### src/rtl/hazard_ctrl_if.sv
// Hazard-controller bundle: ID/EX/MEM observations into the controller, stall/flush/forward controls back out.
// master = pipeline side, slave = hazard_ctrl.
interface hazard_ctrl_if;
    logic [4:0] RS1_ID;
    logic [4:0] RS2_ID;
    logic       USE_RS1_ID;
    logic       USE_RS2_ID;
    logic [4:0] RD_DE;
    logic       RegWrite_DE;
    logic [1:0] MemRead_DE;
    logic [4:0] RD_EM;
    logic       RegWrite_EM;
    // Handshake: DM_REQ stays high while the EX/MEM occupant waits; the access completes in the cycle DM_ACK=1.
    logic       DM_REQ;
    logic       DM_ACK;
    logic       BR_TAKEN_E;
    logic       STALL_F;
    logic       STALL_D;
    logic       STALL_E;
    logic       STALL_M;
    logic       FLUSH_D;
    logic       FLUSH_E;
    logic       BUBBLE_W;
    logic [1:0] FWD_A_DE;
    logic [1:0] FWD_B_DE;
    logic       DM_ERR;
    logic [1:0] STATE_DBG;

    modport master (
        output RS1_ID, RS2_ID, USE_RS1_ID, USE_RS2_ID,
        output RD_DE, RegWrite_DE, MemRead_DE, RD_EM, RegWrite_EM,
        output DM_REQ, DM_ACK, BR_TAKEN_E,
        input  STALL_F, STALL_D, STALL_E, STALL_M, FLUSH_D, FLUSH_E, BUBBLE_W,
        input  FWD_A_DE, FWD_B_DE, DM_ERR, STATE_DBG
    );

    modport slave (
        input  RS1_ID, RS2_ID, USE_RS1_ID, USE_RS2_ID,
        input  RD_DE, RegWrite_DE, MemRead_DE, RD_EM, RegWrite_EM,
        input  DM_REQ, DM_ACK, BR_TAKEN_E,
        output STALL_F, STALL_D, STALL_E, STALL_M, FLUSH_D, FLUSH_E, BUBBLE_W,
        output FWD_A_DE, FWD_B_DE, DM_ERR, STATE_DBG
    );
endinterface

### src/rtl/hazard_ctrl.sv
// RV32I 5-stage hazard controller: memory-wait stalls, branch flushes, load-use stalls, registered forward selects.
// Optional macro HAZ_FWD_EN enables forwarding; without it every RAW dependency on DE/EM is resolved by stalling.
module hazard_ctrl #(
    parameter int MEM_TIMEOUT = 16
) (
    input logic         CLK,
    input logic         RST,
    hazard_ctrl_if.slave hz
);

    typedef enum logic [1:0] {
        S_RUN      = 2'd0,
        S_MEM_WAIT = 2'd1,
        S_ERR      = 2'd2
    } state_t;

    localparam logic [7:0] TIMEOUT8 = 8'(MEM_TIMEOUT);

    state_t     state_q, state_d;
    logic [7:0] cnt_q, cnt_d;
    logic       dm_err_q;
    logic       mem_block;
    logic       stall_mem;
    logic       resolve;
    logic       dep_hit;
    logic       dep_stall;
    logic       flush_d;
    logic       flush_e;
    logic       de_match;

    assign mem_block = hz.DM_REQ && !hz.DM_ACK;

    assign de_match = hz.RegWrite_DE && (hz.RD_DE != 5'd0) &&
                      ((hz.USE_RS1_ID && (hz.RS1_ID == hz.RD_DE)) ||
                       (hz.USE_RS2_ID && (hz.RS2_ID == hz.RD_DE)));

`ifdef HAZ_FWD_EN
    // Only a load in ID/EX cannot be forwarded in time; ALU producers are covered by FWD_*_DE.
    assign dep_hit = de_match && (hz.MemRead_DE != 2'd0);
`else
    logic em_match;
    assign em_match = hz.RegWrite_EM && (hz.RD_EM != 5'd0) &&
                      ((hz.USE_RS1_ID && (hz.RS1_ID == hz.RD_EM)) ||
                       (hz.USE_RS2_ID && (hz.RS2_ID == hz.RD_EM)));
    assign dep_hit = de_match || em_match;
`endif

    always_ff @(posedge CLK or posedge RST) begin
        if (RST) begin
            state_q <= S_RUN;
            cnt_q   <= 8'd0;
        end else begin
            state_q <= state_d;
            cnt_q   <= cnt_d;
        end
    end

    always_comb begin
        state_d = state_q;
        cnt_d   = cnt_q;
        case (state_q)
            S_RUN: begin
                if (mem_block) begin
                    cnt_d   = 8'd1;
                    state_d = (TIMEOUT8 <= 8'd1) ? S_ERR : S_MEM_WAIT;
                end
            end
            S_MEM_WAIT: begin
                if (hz.DM_ACK) begin
                    cnt_d   = 8'd0;
                    state_d = S_RUN;
                end else begin
                    cnt_d = cnt_q + 8'd1;
                    if (cnt_d >= TIMEOUT8) state_d = S_ERR;
                end
            end
            S_ERR:   state_d = S_ERR;
            default: state_d = S_RUN;
        endcase
    end

    // Outputs are gated by RST so an asynchronous reset clears them immediately.
    always_comb begin
        stall_mem = 1'b0;
        resolve   = 1'b0;
        if (!RST) begin
            case (state_q)
                S_RUN: begin
                    if (mem_block) stall_mem = 1'b1;
                    else           resolve   = 1'b1;
                end
                S_MEM_WAIT: begin
                    if (hz.DM_ACK) resolve   = 1'b1;
                    else           stall_mem = 1'b1;
                end
                default: stall_mem = 1'b1;
            endcase
        end
        flush_d   = resolve && hz.BR_TAKEN_E;
        dep_stall = resolve && !hz.BR_TAKEN_E && dep_hit;
        flush_e   = flush_d || dep_stall;
    end

    assign hz.STALL_F   = stall_mem || dep_stall;
    assign hz.STALL_D   = stall_mem || dep_stall;
    assign hz.STALL_E   = stall_mem;
    assign hz.STALL_M   = stall_mem;
    assign hz.FLUSH_D   = flush_d;
    assign hz.FLUSH_E   = flush_e;
    assign hz.BUBBLE_W  = stall_mem;
    assign hz.STATE_DBG = state_q;
    assign hz.DM_ERR    = dm_err_q;

    always_ff @(posedge CLK or posedge RST) begin
        if (RST) dm_err_q <= 1'b0;
        else     dm_err_q <= dm_err_q || (state_d == S_ERR);
    end

`ifdef HAZ_FWD_EN
    logic [1:0] fwd_a_q, fwd_b_q;

    // MEM/WB producers need no select: the register file writes through to ID reads.
    function automatic logic [1:0] fwd_sel(input logic [4:0] src);
        if (hz.RegWrite_DE && (hz.RD_DE != 5'd0) && (hz.RD_DE == src) && (hz.MemRead_DE == 2'd0))
            return 2'b01;
        else if (hz.RegWrite_EM && (hz.RD_EM != 5'd0) && (hz.RD_EM == src))
            return 2'b10;
        else
            return 2'b00;
    endfunction

    always_ff @(posedge CLK or posedge RST) begin
        if (RST) begin
            fwd_a_q <= 2'b00;
            fwd_b_q <= 2'b00;
        end else if (stall_mem) begin
            fwd_a_q <= fwd_a_q;
            fwd_b_q <= fwd_b_q;
        end else if (flush_e) begin
            fwd_a_q <= 2'b00;
            fwd_b_q <= 2'b00;
        end else begin
            fwd_a_q <= fwd_sel(hz.RS1_ID);
            fwd_b_q <= fwd_sel(hz.RS2_ID);
        end
    end

    assign hz.FWD_A_DE = fwd_a_q;
    assign hz.FWD_B_DE = fwd_b_q;
`else
    assign hz.FWD_A_DE = 2'b00;
    assign hz.FWD_B_DE = 2'b00;
`endif

endmodule

### src/flat_wrapper.sv
// flat-port wrapper written by rule: the top's interface ports become plain ports
module hazard_ctrl_flat 
#(
    parameter int MEM_TIMEOUT = 16
)
  (CLK, RST, hz_RS1_ID, hz_RS2_ID, hz_USE_RS1_ID, hz_USE_RS2_ID, hz_RD_DE, hz_RegWrite_DE, hz_MemRead_DE, hz_RD_EM, hz_RegWrite_EM, hz_DM_REQ, hz_DM_ACK, hz_BR_TAKEN_E, hz_STALL_F, hz_STALL_D, hz_STALL_E, hz_STALL_M, hz_FLUSH_D, hz_FLUSH_E, hz_BUBBLE_W, hz_FWD_A_DE, hz_FWD_B_DE, hz_DM_ERR, hz_STATE_DBG);
  hazard_ctrl_if hz_i ();
  input logic CLK;
  input logic RST;
  input wire logic [$bits(hz_i.RS1_ID)-1:0] hz_RS1_ID;
  input wire logic [$bits(hz_i.RS2_ID)-1:0] hz_RS2_ID;
  input wire logic [$bits(hz_i.USE_RS1_ID)-1:0] hz_USE_RS1_ID;
  input wire logic [$bits(hz_i.USE_RS2_ID)-1:0] hz_USE_RS2_ID;
  input wire logic [$bits(hz_i.RD_DE)-1:0] hz_RD_DE;
  input wire logic [$bits(hz_i.RegWrite_DE)-1:0] hz_RegWrite_DE;
  input wire logic [$bits(hz_i.MemRead_DE)-1:0] hz_MemRead_DE;
  input wire logic [$bits(hz_i.RD_EM)-1:0] hz_RD_EM;
  input wire logic [$bits(hz_i.RegWrite_EM)-1:0] hz_RegWrite_EM;
  input wire logic [$bits(hz_i.DM_REQ)-1:0] hz_DM_REQ;
  input wire logic [$bits(hz_i.DM_ACK)-1:0] hz_DM_ACK;
  input wire logic [$bits(hz_i.BR_TAKEN_E)-1:0] hz_BR_TAKEN_E;
  output wire logic [$bits(hz_i.STALL_F)-1:0] hz_STALL_F;
  output wire logic [$bits(hz_i.STALL_D)-1:0] hz_STALL_D;
  output wire logic [$bits(hz_i.STALL_E)-1:0] hz_STALL_E;
  output wire logic [$bits(hz_i.STALL_M)-1:0] hz_STALL_M;
  output wire logic [$bits(hz_i.FLUSH_D)-1:0] hz_FLUSH_D;
  output wire logic [$bits(hz_i.FLUSH_E)-1:0] hz_FLUSH_E;
  output wire logic [$bits(hz_i.BUBBLE_W)-1:0] hz_BUBBLE_W;
  output wire logic [$bits(hz_i.FWD_A_DE)-1:0] hz_FWD_A_DE;
  output wire logic [$bits(hz_i.FWD_B_DE)-1:0] hz_FWD_B_DE;
  output wire logic [$bits(hz_i.DM_ERR)-1:0] hz_DM_ERR;
  output wire logic [$bits(hz_i.STATE_DBG)-1:0] hz_STATE_DBG;
  assign hz_i.RS1_ID = hz_RS1_ID;
  assign hz_i.RS2_ID = hz_RS2_ID;
  assign hz_i.USE_RS1_ID = hz_USE_RS1_ID;
  assign hz_i.USE_RS2_ID = hz_USE_RS2_ID;
  assign hz_i.RD_DE = hz_RD_DE;
  assign hz_i.RegWrite_DE = hz_RegWrite_DE;
  assign hz_i.MemRead_DE = hz_MemRead_DE;
  assign hz_i.RD_EM = hz_RD_EM;
  assign hz_i.RegWrite_EM = hz_RegWrite_EM;
  assign hz_i.DM_REQ = hz_DM_REQ;
  assign hz_i.DM_ACK = hz_DM_ACK;
  assign hz_i.BR_TAKEN_E = hz_BR_TAKEN_E;
  assign hz_STALL_F = hz_i.STALL_F;
  assign hz_STALL_D = hz_i.STALL_D;
  assign hz_STALL_E = hz_i.STALL_E;
  assign hz_STALL_M = hz_i.STALL_M;
  assign hz_FLUSH_D = hz_i.FLUSH_D;
  assign hz_FLUSH_E = hz_i.FLUSH_E;
  assign hz_BUBBLE_W = hz_i.BUBBLE_W;
  assign hz_FWD_A_DE = hz_i.FWD_A_DE;
  assign hz_FWD_B_DE = hz_i.FWD_B_DE;
  assign hz_DM_ERR = hz_i.DM_ERR;
  assign hz_STATE_DBG = hz_i.STATE_DBG;
  hazard_ctrl #(.MEM_TIMEOUT(MEM_TIMEOUT)) u_core (.CLK(CLK), .RST(RST), .hz(hz_i));
endmodule
### config.mk
export PLATFORM = sky130hd
export DESIGN_NAME = hazard_ctrl_flat
export DESIGN_NICKNAME = d
export VERILOG_FILES = /design/src/rtl/hazard_ctrl_if.sv /design/src/rtl/hazard_ctrl.sv /design/src/flat_wrapper.sv
export SDC_FILE = /design/constraint.sdc
export NUM_CORES = 1
export LEC_CHECK = 0
export BUFFER_PORTS_ARGS = -buffer_cell sky130_fd_sc_hd__clkbuf_2
export CORE_MARGIN = 1
export CORE_UTILIZATION = 50
export CTS_BUF_LIST = sky130_fd_sc_hd__clkbuf_4 sky130_fd_sc_hd__clkbuf_8 sky130_fd_sc_hd__clkbuf_16
export CTS_CLUSTER_SIZE = 24
export DETAILED_ROUTE_END_ITERATION = 16
export PLACE_DENSITY = 0.92
export SETUP_SLACK_MARGIN = 0.2
export SLEW_MARGIN = 25
export SYNTH_ARGS = -nofsm -noshare
export SYNTH_HDL_FRONTEND = slang
export SYNTH_SLANG_ARGS = --single-unit
### constraint.sdc
create_clock -name CLK -period 4.7 [get_ports CLK]
set_input_delay 0.47 -clock CLK [delete_from_list [all_inputs] [get_ports CLK]]
set_output_delay 0.47 -clock CLK [all_outputs]
set_load 0.05 [all_outputs]
==> run_results.csv, run 1 <==
group,metric,value,unit
synthesis,synth.largest_area_cell,"dfrtp_1",
synthesis,synth_most_common_cell,"xor2_1",
synthesis,syn_inst,115,
worst_setup_path,required,4.23,ns
finish,multi_input_area,643.1,um2
die,die_y,46.58,um
timing,finalCritPeriodShare,55.40,%
timing,tns,0,ns
synthesis,syn_avg_cell_area,8.639,um2
global_routing,antenna_found_initial,0,
power_and_ir_drop,power_per_cell_area,188.6,nW/um2
power_and_ir_drop,ir_worst_vdd,0.1782,mV
die,start_util,55.14,%
finish,antennaDiodeCount,0,
synthesis,synth_area_leaders,"dfrtp_1, xor2_1, o21ai_1",
timing,hold_viol,0,
worst_setup_path,reg2reg_setup_slack,2.88,ns
synthesis,synth_cell_types,40,
worst_setup_path,crit_path_end_kind,"primary output",
die,die-area,2169,um2
finish,area.sequential,275.3,um2
worst_setup_path,r2r_cells,5,
global_routing,grt_max_degree,13,
clock_tree,clk_pin_slew,0.08,ns
finish,fill_cells,154,
synthesis,synth-edff-count,0,
synthesis,synth-seq-cells,11,
synthesis,async_flop_share,100.0,%
power_and_ir_drop,power_switching,0.00006960,W
power_and_ir_drop,p_seq_share,42.3,%
finish,layoutNonFillerInstCount,175,
synthesis,synth_top_area_share,27.71,%
power_and_ir_drop,clockPowerShare,32.0,%
die,die_x,46.58,um
die,core,1802,um2
worst_setup_path,r2r-start,"u_core.cnt_q[0]",
route,dr.pass1.iters,4,
placed_design,place_inst,171,
route,wl,2284,um
timing,max_freq,0.3841,GHz
clock_tree,cts_tree,"yes",
global_routing,grt_pass1_vias,855,
route,routedWlPerCell,13.05,um
timing,holdWs,0.1889,ns
synthesis,synth_ff_type,"dfrtp_1",
placed_design,gp_congestion,0.9200,
worst_setup_path,path_max_fanout,7,
worst_setup_path,worstPathArrival,2.13,ns
flow_run,cap_violations,0,
clock_tree,clock_path_buffers,2,
finish,drive_gt1_share,30.67,%
clock_tree,worst_skew_pair.late_latency,0.27,ns
finish,final_nets,183,
clock_tree,cts-root-buf,"clkbuf_4",
die,placementRows,15,
placed_design,dpl.hpwl,1863,um
timing,finClkSkew,0.006210,ns
route,drt_iter0_markers,40,
route,vias_per_cell,5.691,
synthesis,netlist_area,993.5,um2
worst_setup_path,cp-start-kind,"flip-flop",
timing,maxSlewViolCount,0,
clock_tree,hold_buffers,0,
global_routing,grt_usage,22.89,%
finish,synthToLayoutAreaGrowth,19.27,%
synthesis,yosys_warnings,0,
worst_setup_path,worstSetupPathType,"reg2out",
route,vias,996,
power_and_ir_drop,p_leak,0.5720,nW
clock_tree,cts_sinks,11,
synthesis,ys_seq_area_share,27.71,%
clock_tree,numCtsBuffers,3,
timing,setup_viol,0,
power_and_ir_drop,internal_power,0.0001538,W
synthesis,yosys-top-cells-count,"xor2_1, o21ai_1, dfrtp_1, buf_4, nand2_1",
placed_design,io_buffers,38,
timing,relSlewSlack,64.42,%
min_path,hp-class,"in2async",
route,drc,0,
route,ant_nets,0,
global_routing,gr-total-overflow,0,
global_routing,grt_pass1_wl,3525,um
clock_tree,cts.repair.resized,0,
worst_setup_path,r2r-end,"u_core.hz.STATE_DBG[1]",
power_and_ir_drop,swShare,31.15,%
timing,worst_pin_slew,0.5325,ns
clock_tree,htree_levels,1,
timing,period_minus_slack,2.604,ns
clock_tree,cts_setup_buffers,0,
power_and_ir_drop,power_frac_comb,25.7,%
timing,rsz0062_at_grt,"no",
die,ioPinCount,45,
status,outcome,"finished clean",
[cell families after synthesis]
kind of cell / Yosys count / synth area share [%]
other: 1 / 0.3775
adder cells (fa/ha/maj): 1 / 1.259
AND/OR/NAND/NOR: 35 / 19.52
flip-flops: 11 / 27.71
XOR/XNOR: 20 / 17.63
AO/OA/AOI/OAI: 33 / 24.81
buffers and inverters: 14 / 8.690
[cells in the final DEF (no fill, tap or decap), drive strengths merged]
master    n
o21a      1
nand2b    2
inv       4
o21bai    1
and3      3
or2       2
and2      3
o21ba     1
o2111ai   2
o211ai    2
dfrtp    11
a41oi     1
nor3      1
a22o      1
conb      4
o21ai    13
nand4     2
nor2b     3
o221ai    2
o31ai     2
nand2     7
nand3     2
a31oi     1
xnor2     4
or4       2
a2111oi   1
ha        1
nor2      4
xor2     16
a21oi     1
a32oi     2
clkbuf   42
nor4      4
o22a      1
o41ai     1
[critical path, cell delays in order, from the launching register on]
cell,delay (ns)
dfrtp_1,0.44
o21ba_1,0.24
nor3_1,0.40
o2111ai_1,0.20
o221ai_1,0.26
clkbuf_2,0.32
[metrics by stage]
| step | utilization (%) | setup WS [ns] | power, W | cell area [um2] |
|---|---|---|---|---|
| 2_1_floorplan | - | 1.638 | 0.0001343 | 1005 |
| 3_3_place_gp | 64.10 | 2.384 | 0.0001519 | 1155 |
| 3_5_place_dp | 64.10 | 2.313 | 0.0001534 | 1155 |
| 4_1_cts | 65.76 | 2.102 | 0.0002244 | 1185 |
| 5_1_grt | 65.76 | 1.875 | 0.0002327 | 1185 |
| 6_report | 65.76 | 2.096 | 0.0002234 | 1185 |
[per-layer routing]
| layer | track usage [%] | up-vias | share of wire (%) |
|---|---|---|---|
| li1 | - | 484 | - |
| met1 | 26.21 | 462 | 43 |
| met2 | 42.50 | 48 | 52 |
| met3 | 3.922 | 2 | 4.9 |
| met4 | 6.471 | 0 | 0.57 |
| met5 | 0 | - | 0 |
[worst max-delay path by stage]
stage / startpoint / endpoint / slack (ns) / cells after the start
after detailed placement: hz_DM_REQ / hz_STALL_F / 2.31 / 6
after CTS: u_core.hz.STATE_DBG[0] / hz_STALL_F / 2.10 / 5
after global routing: u_core.hz.STATE_DBG[0] / hz_STALL_D / 1.87 / 5
after global placement: hz_DM_REQ / hz_STALL_D / 2.38 / 6
after floorplan: u_core.hz.STATE_DBG[0] / hz_STALL_F / 1.64 / 5
final: u_core.hz.STATE_DBG[0] / hz_STALL_F / 2.10 / 5
[power groups by stage]
stage | Clock [W] | Combinational [W] | Sequential (W)
after global placement | 0 | 0.0000555 | 0.0000964
after CTS | 0.0000724 | 0.0000574 | 0.0000946
after global routing | 0.0000763 | 0.0000619 | 0.0000945
after detailed placement | 0 | 0.0000570 | 0.0000964
after floorplan | 0 | 0.0000379 | 0.0000964
final | 0.0000715 | 0.0000573 | 0.0000946
[cell type report]
cell class                 count  area share [%]
timing repair buffer          38           16.05
tap                           25           2.640
clock buffer                   4           2.534
inverter                       4           1.267
sequential                    11           23.23
multi-input combinational     93           54.28
[flip-flops by register name (all words and copies together), names as in the netlist]
name / cells
u_core.hz.DM_ERR: 1
u_core.hz.STATE_DBG: 2
u_core.cnt_q: 8
Power figures use the tool's default switching activity.
==> run 2: changes to the inputs <==
--- a/config.mk
+++ b/config.mk
@@ -5,13 +5,14 @@
 export SDC_FILE = /design/constraint.sdc
 export NUM_CORES = 1
 export LEC_CHECK = 0
+export ABC_AREA = 1
 export BUFFER_PORTS_ARGS = -buffer_cell sky130_fd_sc_hd__clkbuf_2
 export CORE_MARGIN = 1
-export CORE_UTILIZATION = 50
+export CORE_UTILIZATION = 48
 export CTS_BUF_LIST = sky130_fd_sc_hd__clkbuf_4 sky130_fd_sc_hd__clkbuf_8 sky130_fd_sc_hd__clkbuf_16
 export CTS_CLUSTER_SIZE = 24
 export DETAILED_ROUTE_END_ITERATION = 16
-export PLACE_DENSITY = 0.92
+export PLACE_DENSITY = 0.87
 export SETUP_SLACK_MARGIN = 0.2
 export SLEW_MARGIN = 25
 export SYNTH_ARGS = -nofsm -noshare
==> constraint.sdc (replaced) <==
create_clock -name CLK -period 2.55 [get_ports CLK]
set_input_delay 0.255 -clock CLK [delete_from_list [all_inputs] [get_ports CLK]]
set_output_delay 0.255 -clock CLK [all_outputs]
set_load 0.05 [all_outputs]
==> run_results.csv, run 2 <==
group,metric,value,unit
finish,synthToLayoutAreaGrowth,19.06,%
worst_setup_path,r2r_cells,7,
timing,maxSlewViolCount,0,
die,placementRows,17,
timing,setup_viol,0,
power_and_ir_drop,swShare,40.57,%
worst_setup_path,path_max_fanout,7,
finish,final_nets,270,
placed_design,gp_congestion,0.9545,
power_and_ir_drop,clockPowerShare,24.8,%
clock_tree,worst_skew_pair.late_latency,0.27,ns
route,routedWlPerCell,9.419,um
finish,drive_gt1_share,23.21,%
timing,hold_viol,11,
finish,layout_common_cells,"nand2_1, clkbuf_2, inv_1, nor2_1, dfrtp_1",
clock_tree,numCtsBuffers,3,
finish,final_common_cell,"nand2_1",
synthesis,synth_top_area_share,27.09,%
worst_setup_path,worstSetupPathType,"reg2out",
worst_setup_path,worstPathArrival,1.82,ns
placed_design,place_inst,261,
clock_tree,clock_path_buffers,2,
status,violations,"hold timing",
worst_setup_path,r2r-end,"u_core.hz.DM_ERR",
finish,regMostFlops,"u_core.cnt_q",
synthesis,synth_ff_type,"dfrtp_1",
status,outcome,"finished, violations left",
power_and_ir_drop,p_leak,0.8570,nW
die,die_y,50.36,um
clock_tree,htree_levels,1,
power_and_ir_drop,power_switching,0.0002177,W
route,drt_iter0_markers,40,
power_and_ir_drop,p_seq_share,37.4,%
route,vias_per_cell,4.838,
min_path,hp-class,"in2async",
timing,rsz0062_at_grt,"no",
global_routing,grt_max_degree,14,
route,vias,1282,
placed_design,dpl.hpwl,2103,um
global_routing,antenna_found_initial,0,
timing,finClkSkew,0.003525,ns
synthesis,ys_seq_area_share,24.53,%
worst_setup_path,required,2.30,ns
power_and_ir_drop,ir_worst_vdd,0.3420,mV
timing,finalCritPeriodShare,81.24,%
power_and_ir_drop,internal_power,0.0003189,W
worst_setup_path,crit_path_end_kind,"primary output",
synthesis,async_flop_share,100.0,%
placed_design,io_buffers,38,
power_and_ir_drop,power_frac_comb,37.8,%
finish,antennaDiodeCount,0,
clock_tree,cts_sinks,11,
clock_tree,clk_pin_slew,0.07,ns
route,drc,0,
worst_setup_path,r2r-start,"u_core.cnt_q[0]",
route,wl,2496,um
synthesis,syn_inst,199,
clock_tree,hold_buffers,0,
synthesis,synth-seq-cells,11,
flow_run,cap_violations,0,
die,ioPinCount,45,
synthesis,synth_area_leaders,"nand2_1, dfrtp_1, inv_1",
route,dr.pass1.iters,4,
clock_tree,cts-root-buf,"clkbuf_4",
global_routing,grt_pass1_wl,4264,um
power_and_ir_drop,power_per_cell_area,401.6,nW/um2
die,die_x,50.36,um
synthesis,syn_avg_cell_area,5.640,um2
worst_setup_path,cp-start-kind,"flip-flop",
finish,layoutNonFillerInstCount,265,
finish,largest_register_ffs,8,
timing,holdWs,-0.01393,ns
synthesis,yosys-top-cells-count,"nand2_1, inv_1, nor2_1, dfrtp_1, nand3_1",
global_routing,gr-total-overflow,0,
timing,layout_setup_ws,0.4784,ns
synthesis,synth_cell_types,23,
die,die-area,2536,um2
synthesis,synth_most_common_cell,"nand2_1",
global_routing,grt_pass1_vias,1069,
die,core,2212,um2
timing,tns,0,ns
power_and_ir_drop,power.total,0.0005366,W
global_routing,grt_usage,21.83,%
timing,period_minus_slack,2.072,ns
clock_tree,cts.repair.resized,0,
timing,max_freq,0.4827,GHz
die,start_util,50.74,%
route,ant_nets,0,
clock_tree,cts_setup_buffers,0,
synthesis,synth.largest_area_cell,"nand2_1",
synthesis,netlist_area,1122,um2
worst_setup_path,reg2reg_setup_slack,1.14,ns
synthesis,synth-edff-count,0,
synthesis,yosys_warnings,0,
placed_design,pre_cts_slack,0.8007,ns
clock_tree,cts_tree,"yes",
-- run 2: layout make-up --
type	instances	area, um2
Fill cell	217	875.8
Multi-Input combinational cell	147	666.9
Sequential cell	11	275.3
Timing Repair Buffer	38	190.2
Inverter	37	138.9
Tap cell	28	35.03
Clock buffer	4	30.03
-- run 2: stage by stage --
step                      cell area (um2)  hold slack [ns]  utilization, %
after floorplan                      1134           0.1240               -
after global placement               1306           0.2978           59.05
after detailed placement             1306           0.3075           59.05
after CTS                            1336         0.009091           60.41
after global routing                 1336          0.04396           60.41
final                                1336         -0.01393           60.41
-- run 2: layer usage --
layer	part of all wire, %	track usage, %	vias to the layer above
li1	-	-	672
met1	49	30.43	559
met2	43	34.67	47
met3	7.6	3.939	4
met4	0.96	5.556	0
met5	0	0	-
-- run 2: cell families (layout without fill, tap and decap cells) --
family | count (synthesis) | count (layout) | synth area share (%)
flops | 11 | 11 | 24.53
xor+xnor | 1 | 1 | 0.7805
simple gates | 124 | 124 | 47.38
compound gates | 17 | 17 | 8.806
buf+inv | 44 | 79 | 17.06
fa+ha+maj | 1 | 1 | 1.115
other cells | 1 | 4 | 0.3341
-- run 2: worst max path at each step --
stage / cells after the start / to / slack [ns] / start
finish: 8 / hz_STALL_E / 0.48 / u_core.hz.STATE_DBG[1]
global route: 8 / hz_STALL_E / 0.35 / u_core.hz.STATE_DBG[1]
CTS: 8 / hz_STALL_E / 0.48 / u_core.hz.STATE_DBG[1]
detailed placement: 8 / hz_STALL_E / 0.80 / u_core.hz.STATE_DBG[1]
global placement: 8 / hz_STALL_F / 0.82 / u_core.hz.STATE_DBG[1]
floorplan: 9 / hz_STALL_F / 0.30 / u_core.hz.STATE_DBG[1]
-- run 2: worst max-delay path, stage by stage (launching register included) --
cell and delay [ns]:
dfrtp_1 0.39, inv_1 0.10, nand2_1 0.15, nor2_4 0.21
nor2_1 0.07, nand2_1 0.14, nand2_1 0.09, inv_1 0.10
clkbuf_2 0.28
-- run 2: power groups by stage --
stage / Sequential (W) / Clock (W) / Combinational, W
floorplan: 0.000208 / 0 / 0.000146
global placement: 0.000204 / 0 / 0.000199
detailed placement: 0.000204 / 0 / 0.000201
CTS: 0.000201 / 0.000137 / 0.000202
global route: 0.000203 / 0.000143 / 0.000224
finish: 0.000201 / 0.000133 / 0.000203
==> run 3: changes to the inputs <==
--- a/config.mk
+++ b/config.mk
@@ -8,11 +8,11 @@
 export ABC_AREA = 1
 export BUFFER_PORTS_ARGS = -buffer_cell sky130_fd_sc_hd__clkbuf_2
 export CORE_MARGIN = 1
-export CORE_UTILIZATION = 48
+export CORE_UTILIZATION = 43
 export CTS_BUF_LIST = sky130_fd_sc_hd__clkbuf_4 sky130_fd_sc_hd__clkbuf_8 sky130_fd_sc_hd__clkbuf_16
 export CTS_CLUSTER_SIZE = 24
 export DETAILED_ROUTE_END_ITERATION = 16
-export PLACE_DENSITY = 0.87
+export PLACE_DENSITY = 0.83
 export SETUP_SLACK_MARGIN = 0.2
 export SLEW_MARGIN = 25
 export SYNTH_ARGS = -nofsm -noshare
==> constraint.sdc (replaced) <==
create_clock -name CLK -period 1.8 [get_ports CLK]
set_input_delay 0.18 -clock CLK [delete_from_list [all_inputs] [get_ports CLK]]
set_output_delay 0.18 -clock CLK [all_outputs]
set_load 0.05 [all_outputs]
==> run_results.csv, run 3 (same netlist as run 2, synthesis figures left out) <==
group,metric,value,unit
route,drc,0,
finish,regMostFlops,"u_core.cnt_q",
timing,period_minus_slack,1.701,ns
placed_design,gp_congestion,0.8373,
worst_setup_path,r2r_cells,7,
power_and_ir_drop,ir_worst_vdd,0.4653,mV
global_routing,grt_max_degree,12,
worst_setup_path,worstSetupPathType,"reg2out",
finish,synthToLayoutAreaGrowth,42.03,%
timing,setup_viol,0,
clock_tree,clk_pin_slew,0.07,ns
clock_tree,htree_levels,1,
route,m1WireLength,1187,um
die,die_x,53.09,um
route,ant_nets,0,
worst_setup_path,path_max_fanout,4,
finish,largest_register_ffs,8,
die,ioPinCount,45,
route,wl_met3,104,um
worst_setup_path,reg2reg_setup_slack,0.36,ns
global_routing,grt_usage,21.02,%
flow_run,cap_violations,0,
route,vias,1289,
route,vias_per_cell,4.637,
placed_design,io_buffers,38,
min_path,min_to,"u_core.cnt_q[0]",
worst_setup_path,worstPathArrival,1.52,ns
clock_tree,worst_skew_pair.late_latency,0.28,ns
timing,hold_viol,0,
timing,finalCritPeriodShare,94.50,%
placed_design,pre_cts_slack,0.2110,ns
finish,final_common_cell,"nand2_1",
worst_setup_path,crit_path_end_kind,"primary output",
min_path,min_from,"hz_DM_ACK",
finish,layout_common_cells,"nand2_1, inv_1, clkbuf_2, nor2_1, buf_4",
die,core,2477,um2
min_path,hp-class,"in2reg",
worst_setup_path,required,1.62,ns
status,outcome,"finished clean",
route,routedWlPerCell,9.899,um
finish,final_nets,281,
global_routing,grt_pass1_wl,4395,um
clock_tree,clock_path_buffers,2,
min_path,min_path_cells,4,
die,start_util,45.30,%
route,drt_iter0_markers,27,
die,die-area,2819,um2
finish,antennaDiodeCount,0,
timing,maxSlewViolCount,0,
placed_design,dpl.hpwl,2090,um
clock_tree,cts_tree,"yes",
route,wl_met2,1414,um
clock_tree,cts-root-buf,"clkbuf_4",
timing,holdWs,0.2738,ns
clock_tree,numCtsBuffers,3,
die,placementRows,18,
timing,finClkSkew,0.002203,ns
finish,fill_cells,248,
power_and_ir_drop,power_per_cell_area,535.3,nW/um2
worst_setup_path,r2r-start,"u_core.cnt_q[1]",
worst_setup_path,cp-start-kind,"flip-flop",
timing,max_freq,0.5879,GHz
worst_setup_path,r2r-end,"u_core.hz.DM_ERR",
route,dr.max_layer_used,"met4",
power_and_ir_drop,p_leak,0.9410,nW
global_routing,grt_pass1_vias,1150,
timing,rsz0062_at_grt,"yes",
route,dr.pass1.iters,4,
finish,drive_gt1_share,32.66,%
global_routing,antenna_found_initial,0,
die,die_y,53.09,um
clock_tree,cts_sinks,11,
global_routing,gr-total-overflow,0,
timing,tns,0,ns
route,wl,2752,um
timing,layout_setup_ws,0.09909,ns
-- run 3: cell count changes in the layout (fill, tap and decap cells not counted), sizes merged --
cell,previous run,this run
buf,0,13
clkbuf,42,39
clkinvlp,0,1
dlygate4sd3,0,1
inv,37,36
-- run 3: final cells by class --
| cell class | instances | area [um2] | area share (%) |
|---|---|---|---|
| Multi-Input combinational cell | 147 | 740.7 | 46.47 |
| Sequential cell | 11 | 277.8 | 17.43 |
| Tap cell | 30 | 37.54 | 2.355 |
| Timing Repair Buffer | 49 | 362.8 | 22.76 |
| Inverter | 37 | 145.1 | 9.105 |
| Clock buffer | 4 | 30.03 | 1.884 |
-- run 3: worst max path at each step --
stage                           startpoint  slack, ns           to  cells past startpoint
finish              u_core.hz.STATE_DBG[1]        0.1  hz_BUBBLE_W                      8
global route        u_core.hz.STATE_DBG[0]       0.02   hz_STALL_D                      8
CTS                 u_core.hz.STATE_DBG[0]       0.06   hz_STALL_D                      8
detailed placement  u_core.hz.STATE_DBG[1]       0.21   hz_STALL_M                      8
global placement    u_core.hz.STATE_DBG[1]       0.25  hz_BUBBLE_W                      8
floorplan           u_core.hz.STATE_DBG[1]      0.007   hz_STALL_E                      8
-- run 3: metrics by stage --
step / power (W) / util [%] / instance area, um2 / cells
floorplan: 0.0005174 / - / 1180 / 202
global placement: 0.0005836 / 54.70 / 1355 / 265
detailed placement: 0.0005866 / 54.70 / 1355 / 265
CTS: 0.0008311 / 62.02 / 1536 / 274
global route: 0.0008985 / 64.34 / 1594 / 278
finish: 0.0008532 / 64.34 / 1594 / 278
-- run 3: repair_timing --
action / CTS / global route
endpoints found under the setup margin: 7 / 7
endpoints found under the hold margin: 11 / 0
buffers inserted: 4 / 4
hold buffers: 1 / 0
resized for setup: 23 / 10
pin swaps: 2 / 3
-- run 3: report_power, final --
| group | switching [W] | leakage (nW) | total (W) | internal, W |
|---|---|---|---|---|
| registers | 0.0000223 | 0.141 | 0.000288 | 0.000265 |
| clock network | 0.0000901 | 0.0184 | 0.000191 | 0.000101 |
| logic | 0.000227 | 0.782 | 0.000374 | 0.000147 |
-- run 3: per-layer routing --
layer | up-vias | track usage (%)
li1 | 692 | -
met1 | 560 | 23.73
met2 | 32 | 40.72
met3 | 5 | 0.8621
met4 | 0 | 7.895
met5 | - | 0
-- run 3: worst max-delay path, cell delays in order (launching register included) --
cell and delay, ns:
dfrtp_2 0.42, inv_4 0.09, nand3_4 0.08, nor2_4 0.12, nor2_4 0.05, nand2_4 0.09, nand2_4 0.08, clkinvlp_4 0.13
clkbuf_16 0.17
